$ cat src/rtl/decode_bypass_unit.sv
// Decode-stage early resolution of register-indirect JMP/CALL: waits out in-flight
// writers of R[rb], forwards the target from M/Wb and issues a one-cycle PC redirect.
module decode_bypass_unit #(
    parameter logic [3:0] JOP     = 4'hB,
    parameter logic [1:0] SP_ADDR = 2'd3
) (
    input  logic       clk,
    input  logic       rst,
    input  logic [7:0] IR,
    input  logic       reg_sf1,
    input  logic [7:0] rd_b_rf,
    input  logic       stall_in,
    input  logic       branch_ex,
    input  logic       rw_ex,
    input  logic       sw1_ex,
    input  logic       sm2_ex,
    input  logic       sw2_ex,
    input  logic [1:0] ra_ex,
    input  logic [1:0] rb_ex,
    input  logic [1:0] sp_ex,
    input  logic       rw_m,
    input  logic       sw1_m,
    input  logic       sm2_m,
    input  logic       sw2_m,
    input  logic [1:0] ra_m,
    input  logic [1:0] rb_m,
    input  logic [1:0] sp_m,
    input  logic [7:0] res_m,
    input  logic       rw_wb,
    input  logic       sw1_wb,
    input  logic       sw2_wb,
    input  logic [1:0] ra_wb,
    input  logic [1:0] rb_wb,
    input  logic [1:0] sp_wb,
    input  logic [7:0] dataout_wb,
    input  logic [7:0] data_to_cpu,
    output logic [7:0] reg_rb_d,
    output logic       decode_jump,
    output logic       flush_decode,
    output logic       stall_bypass,
    output logic       bypass_decode_done
);

    typedef enum logic [1:0] {StIdle, StWait, StRedirect} state_e;

    state_e     state_q, state_d;
    logic [1:0] wcnt_q, wcnt_d;
    logic [7:0] tgt_q, tgt_d;
    logic       flushed_q, flushed_d;

    logic [1:0] rb_idx;
    logic [1:0] dst_ex, dst_m, dst_wb;
    logic       ex_match, m_match, wb_match;
    logic       jvalid;
    logic [7:0] operand;

    // JMP and CALL resolve identically; the CALL bit is only for the control unit.
    logic unused_call_bit;
    assign unused_call_bit = IR[2];

    assign rb_idx = IR[1:0];
    assign dst_ex = sw1_ex ? rb_ex : ra_ex;
    assign dst_m  = sw1_m ? rb_m : ra_m;
    assign dst_wb = sw1_wb ? rb_wb : ra_wb;

    assign ex_match = (rw_ex && dst_ex == rb_idx) || (sp_ex != 2'b00 && rb_idx == SP_ADDR);
    assign m_match  = (rw_m && dst_m == rb_idx) || (sp_m != 2'b00 && rb_idx == SP_ADDR);
    assign wb_match = (rw_wb && dst_wb == rb_idx) || (sp_wb != 2'b00 && rb_idx == SP_ADDR);

    // The IR word right after a redirect is the flushed wrong-path fetch.
    assign jvalid = !reg_sf1 && IR[7:4] == JOP && !IR[3] && !flushed_q;

    always_comb begin
        if (m_match && !sm2_m && !sw2_m) begin
            operand = res_m;
        end else if (wb_match) begin
            operand = sw2_wb ? data_to_cpu : dataout_wb;
        end else begin
            operand = rd_b_rf;
        end
    end

    always_ff @(posedge clk) begin
        if (rst) begin
            state_q   <= StIdle;
            wcnt_q    <= 2'd0;
            tgt_q     <= 8'h00;
            flushed_q <= 1'b0;
        end else begin
            state_q   <= state_d;
            wcnt_q    <= wcnt_d;
            tgt_q     <= tgt_d;
            flushed_q <= flushed_d;
        end
    end

    always_comb begin
        state_d   = state_q;
        wcnt_d    = wcnt_q;
        tgt_d     = tgt_q;
        flushed_d = flushed_q;
        if (branch_ex) begin
            state_d   = StIdle;
            wcnt_d    = 2'd0;
            flushed_d = 1'b0;
        end else if (!stall_in) begin
            flushed_d = (state_q == StRedirect);
            unique case (state_q)
                StIdle: begin
                    if (jvalid) begin
                        if (ex_match) begin
                            wcnt_d  = (sm2_ex || sw2_ex) ? 2'd2 : 2'd1;
                            state_d = StWait;
                        end else begin
                            tgt_d   = operand;
                            state_d = StRedirect;
                        end
                    end
                end
                StWait: begin
                    if (wcnt_q > 2'd1) begin
                        wcnt_d = wcnt_q - 2'd1;
                    end else if (m_match && sm2_m) begin
                        wcnt_d = 2'd1;
                    end else begin
                        wcnt_d  = 2'd0;
                        tgt_d   = operand;
                        state_d = StRedirect;
                    end
                end
                StRedirect: state_d = StIdle;
                default:    state_d = StIdle;
            endcase
        end
    end

    always_comb begin
        stall_bypass = 1'b0;
        decode_jump  = 1'b0;
        flush_decode = 1'b0;
        reg_rb_d     = rd_b_rf;
        unique case (state_q)
            StIdle: stall_bypass = jvalid;
            StWait: stall_bypass = 1'b1;
            StRedirect: begin
                reg_rb_d     = tgt_q;
                decode_jump  = !stall_in;
                flush_decode = !stall_in;
            end
            default: stall_bypass = 1'b0;
        endcase
        if (branch_ex) begin
            stall_bypass = 1'b0;
            decode_jump  = 1'b0;
            flush_decode = 1'b0;
        end
    end

    assign bypass_decode_done = !stall_bypass;

endmodule

$ cat config.mk
export PLATFORM = sky130hd
export DESIGN_NAME = decode_bypass_unit
export DESIGN_NICKNAME = d
export VERILOG_FILES = /design/src/rtl/decode_bypass_unit.sv
export SDC_FILE = /design/constraint.sdc
export NUM_CORES = 1
export LEC_CHECK = 0
export BUFFER_PORTS_ARGS = -buffer_cell sky130_fd_sc_hd__clkbuf_2
export CORE_AREA = 2 2 62 64
export DETAILED_ROUTE_END_ITERATION = 8
export DIE_AREA = 0 0 64 66
export PLACE_DENSITY = 0.7
export SETUP_SLACK_MARGIN = 0.1
export SYNTH_ARGS = -nofsm -noshare
export SYNTH_HDL_FRONTEND = slang
export SYNTH_SLANG_ARGS = --single-unit
$ cat constraint.sdc
create_clock -name clk -period 2.35 [get_ports clk]
set_input_delay 0.1175 -clock clk [delete_from_list [all_inputs] [get_ports clk]]
set_output_delay 0.1175 -clock clk [all_outputs]
set_load 0.02 [all_outputs]
; Word-level counts from Yosys, hierarchy flattened
; Index checks and enable logic that the tools add are counted.
[totals]
register_bits = 13
latchBits = 0
out_inout_bits = 12
mem_bits_ro = 0
input_bits = 74
mem_count = 0
ram_bits = 0
[classes]
n_div = 0
add_sub_neg = 1
order_cmp = 1
n_mul = 0
mux = 27
n_reduce_logical = 32
shift = 0
n_eq_ne = 12
bitwise_logic = 2
[ops]
columns = operator, count
row1 = 2-to-1 mux 8 bit, 8
row2 = 2-to-1 mux 2 bit, 11
row3 = case mux 8 bit (2 select lines), 1
row4 = logical AND 1 bit, 12
row5 = != test 2 bit (second input constant), 5
row6 = case mux 2 bit (2 select lines), 2
row7 = AND reduction 4 bit, 2
row8 = nonzero test 2 bit, 4
row9 = zero test 1 bit, 7
row10 = AND reduction 7 bit, 1
row11 = equality test 2 bit, 3
row12 = equality test 2 bit (second input constant), 2
row13 = equality test 4 bit (second input constant), 1
row14 = logical OR 1 bit, 4
row15 = 2-to-1 mux 1 bit, 4
row16 = equality test 2 x 1 -> 1 bit (second input constant), 1
row17 = greater-than comparator 2 x 1 -> 1 bit (second input constant), 1
row18 = zero test 2 bit, 1
row19 = inverter 1 bit, 2
row20 = case mux 1 bit (2 select lines), 1
row21 = OR reduction 2 bit, 1
row22 = subtractor 2 x 1 -> 2 bit (second input constant), 1

; Longest topological paths before layout
[logic_depth]
ltp_word = 10
ltp_mapped = 8
depth_no_buf = 6

; Worst setup path before layout
; No wires, ideal clock.
[synth_timing]
path_kind = input -> register
startpoint = in IR[6]
endpoint = reg tgt_q[0]
t_arrival_ns = 1.615
path_slack_ns = 0.593
n_path_buf = 1
required_time_ns = 2.208
cell_stages = 7
setup_ns = 0.142
path_cell_list = or4b_4 > nor3_4 > o21ai_2 > a21oi_4 > and2_1 > buf_6 > a211oi_2
[synth_between]
elab_chain_len = 6
[synth_rtl]
columns = element, line_no
row1 = "start, declared", 9  ; input logic [7:0] IR,
row2 = equality test 4 bit, 71  ; assign jvalid = !reg_sf1 && IR[7:4] == JOP && !IR[3] && !flushed_q;
row3 = logical AND 1 bit (3 in a row), 71
row4 = != test 2 bit (no line), --
row5 = AND reduction 7 bit (no line), --
row6 = "end signal, assigned", 92  ; tgt_q <= tgt_d;
row7 = "end, declared", 48  ; logic [7:0] tgt_q, tgt_d;
; Every way passes these cells.
; A chain may end at the register's enable or synchronous reset.

; Worst setup path in the final report
[layout_timing]
startpoint = reg state_q[0]
endpoint = out reg_rb_d[1]
[layout_between]
elab_chain_len = 2
[layout_rtl]
columns = element, line_no
row1 = "start, declared", 46  ; state_e state_q, state_d;
row2 = "start signal, assigned", 85  ; state_q <= StIdle;
row3 = "start signal, assigned", 90  ; state_q <= state_d;
row4 = equality test 2 bit, 142  ; unique case (state_q)
row5 = 2-to-1 mux 8 bit, 142
row6 = "end, declared", 37  ; output logic [7:0] reg_rb_d,
; Every way passes these cells.

==> impl_results.md <==
* Standard-cell rows at 22
* Maximum vdd drop at 0.1157 mV
* Die Span X at ~64 um
* Setup skew after layout at 0.005382 ns
* Arrival time reported for the critical path endpoint at 1.83 ns
* Drt drc at 0
* Post-Route Utilization at between 40% and 50%
* # setup viols final at 0
* Number of vias in the routed layout at roughly 1.3k
* Std-Cell Core Area at about 3600 um^2
* Most common library cell in the layout ignoring fill and taps: sky130_fd_sc_hd__clkbuf_2
* Critical setup path kind: flip-flop to output port
* Residual overflow from global routing at 0
* Estimated wirelength of the detail-placed design at 2808 um
* Post-Synth XOR/XNOR Area at 4.183%
* Count of flip-flops with a built-in enable after synthesis at 0
* Element type at the critical path end: output port
* Worst-case hold slack at 0.1794 ns
* Post-synth ARST share at 0%
* Postcts setup bufs at 0
* Tcrit/Tclk final at a little over 80%
* Via count of the first global-routing pass at approximately 1.3k
* Unrepaired setup endpoints after global routing: false
* Initial Utilization at 35.38%
* Buffers on Ports at between 80 and 90
* Number of vias per cell after detailed routing at about 5
* Upper clock frequency limit at 514.5 MHz
* Slew Viols, Final at 0
* Transition at the pin with the smallest max-transition slack at ~0.56 ns
* Number of primary I/O pins at 86
* Area growth syn-to-layout at 38.65%
* Crit Path Max Fanout at 10
* Maxcap violations at 0
* Global Route Usage Sum at approximately 15%
* Final critical delay including setup and external delays at slightly below 2 ns
* Clock latency reported for the late side of the worst-skew pair at approximately 0.28 ns
* Startpoint of the worst-slack reg-to-reg timing path: state_q[0]$_SDFFE_PP0P_
* H-tree lvl count at 1
* Run status: complete, no violations
* Number of hold buffers added after CTS at 0
* Cell variety after synth at 36
* Cells resized by post-CTS repair at 0
* Fraction of final layout cells with drive strength greater than 1 at between 60% and 70%
* TritonCTS clock tree: done
* Most frequently used flop master after synthesis: sky130_fd_sc_hd__dfxtp_1
* Last weighted congestion value of the routability-driven placer at between 0.7 and 0.8
* Number of endpoints with negative hold slack in the final report at 0
* Startpoint of the worst setup timing path: state_q[0]$_SDFFE_PP0P_
* Global-route wire length before repair at ~5300 um
* Hold path startpoint: branch_ex
* Number of optimization iterations in the first detailed-route pass at 4
* Antenna Violating Nets Remaining at 0
* Setup TNS at 0 ns
* Clock Root Buffer: sky130_fd_sc_hd__clkbuf_4
* Syn_area_per_cell at between 9 and 10 um^2
* ANT cells at 0
* Power per cell area at 327.8 nW/um^2
* Post-Synth Adder-Cell Area at 0%
* Number of antenna violations at the first check in global routing at 0
* Synthesized instance count at between 100 and 150
* Die Span Y at 66 um
* Post-synthesis sequential area ratio at 20.72%
* Pin count of the biggest net entering global routing at 11
* Num CTS Buffers at 3
* Startpoint Class: flip-flop
* Total standard cell area after synthesis at between 1000 and 1500 um^2
* Most frequent cells in the layout: sky130_fd_sc_hd__clkbuf_2, sky130_fd_sc_hd__mux2_2, sky130_fd_sc_hd__mux2i_1, sky130_fd_sc_hd__dfxtp_1
* Maximum clock path buffer count at 2
* Die Area at approximately 4200 um^2
* Syn Nets at roughly 210
* Leakage dissipation at between 0.0007 and 0.0008 uW
* Simple-gate area share of the yosys netlist at a little over an eighth
* Hold WC Path Type: primary input to flip-flop
* Relative max-transition margin at a little over three fifths
* Multiplexer area fraction after synthesis at 32.67%
* Drt initial violations at 33
* Area fraction in compound gates after synthesis at 24.70%
* Largest family of logic cells by synthesized area: multiplexers
* Clock transition time at the flip-flop clock pins of the worst setup and hold paths at 0.08 ns
* Total Nets Final at around 300
* Routed wire length per instance at between 10 and 15 um
* Count of warnings emitted by yosys at 0
* CP required at between 2 and 2.5 ns
* Count of state elements after synthesis at 13
* Sinks on the clock net at 13
* Aggregate routed wire length at about 3300 um
[per-stage QoR]
step	setup WS [ns]	power, uW	cells	instance area, um^2
floorplan	0.5931	347.5	133	1256
global placement	0.4152	434.1	261	1714
detailed placement	0.3718	436.5	261	1714
CTS	0.3856	577.8	265	1742
global route	0.3033	605.4	265	1742
finish	0.4062	570.9	265	1742
[Yosys cell counts (2+ instances only)]
| library cell | count | share of area [%] |
|---|---|---|
| sky130_fd_sc_hd__a211oi_2 | 8 | 8.0 |
| sky130_fd_sc_hd__a21oi_1 | 12 | 4.8 |
| sky130_fd_sc_hd__a31o_2 | 2 | 1.4 |
| sky130_fd_sc_hd__a31oi_1 | 3 | 1.5 |
| sky130_fd_sc_hd__buf_1 | 2 | 0.60 |
| sky130_fd_sc_hd__buf_4 | 2 | 1.2 |
| sky130_fd_sc_hd__dfxtp_1 | 13 | 21 |
| sky130_fd_sc_hd__inv_1 | 4 | 1.2 |
| sky130_fd_sc_hd__mux2_2 | 24 | 22 |
| sky130_fd_sc_hd__mux2i_1 | 14 | 11 |
| sky130_fd_sc_hd__nand2_1 | 5 | 1.5 |
| sky130_fd_sc_hd__nor2_1 | 12 | 3.6 |
| sky130_fd_sc_hd__nor3_1 | 3 | 1.2 |
| sky130_fd_sc_hd__nor3_4 | 2 | 2.6 |
| sky130_fd_sc_hd__xor2_1 | 6 | 4.2 |
[critical path, stage by stage, from the launching register on]
cell,delay [ns]
sky130_fd_sc_hd__dfxtp_1,0.50
sky130_fd_sc_hd__inv_2,0.13
sky130_fd_sc_hd__nand2_1,0.37
sky130_fd_sc_hd__mux2_2,0.39
sky130_fd_sc_hd__clkbuf_2,0.16
[report_power, final]
group | switching (uW) | total (uW) | internal [uW]
clock | 77.8 | 141 | 63.2
combinational | 98.1 | 209 | 111
sequential | 0.420 | 221 | 221
total | 176 | 571 | 395
[layout make-up]
| class | instances | area (um^2) |
|---|---|---|
| tap | 48 | 60.06 |
| sequential | 13 | 260.3 |
| multi-input combinational | 109 | 939.7 |
| clock buffer | 3 | 22.52 |
| fill | 347 | 1809 |
| clock inverter | 1 | 5.005 |
| inverter | 5 | 18.77 |
| timing repair buffer | 86 | 435.4 |
[sequential cells by signal, indices dropped and copies added, names as in the netlist]
register and flops:
tgt_q 8, state_q 2, wcnt_q 2, flushed_q 1
[final timing paths]
kind	depth (start not counted)	endpoint	slack (ns)
worst min register to register	2	wcnt_q[0]$_SDFFE_PP0P_	0.54
worst max-delay path	4	reg_rb_d[1]	0.41
worst min-delay path	3	state_q[0]$_SDFFE_PP0P_	0.18
worst max register to register	6	tgt_q[4]$_SDFFE_PP0P_	0.61
[logic make-up (layout without fill, tap and decap cells)]
kind of cell	count (synthesis)	after routing
AO/OA/AOI/OAI	36	36
flip-flops	13	13
multiplexers	38	38
XOR/XNOR	6	6
buffers and inverters	11	95
AND/OR/NAND/NOR	29	29
[per-layer routing]
layer	track usage [%]	vias up	part of all wire, %
li1	-	666	-
met1	15.93	601	41
met2	31.25	48	51
met3	2.044	5	7.1
met4	5.707	0	1.5
met5	0	-	0
Power figures use the tool's default switching activity.
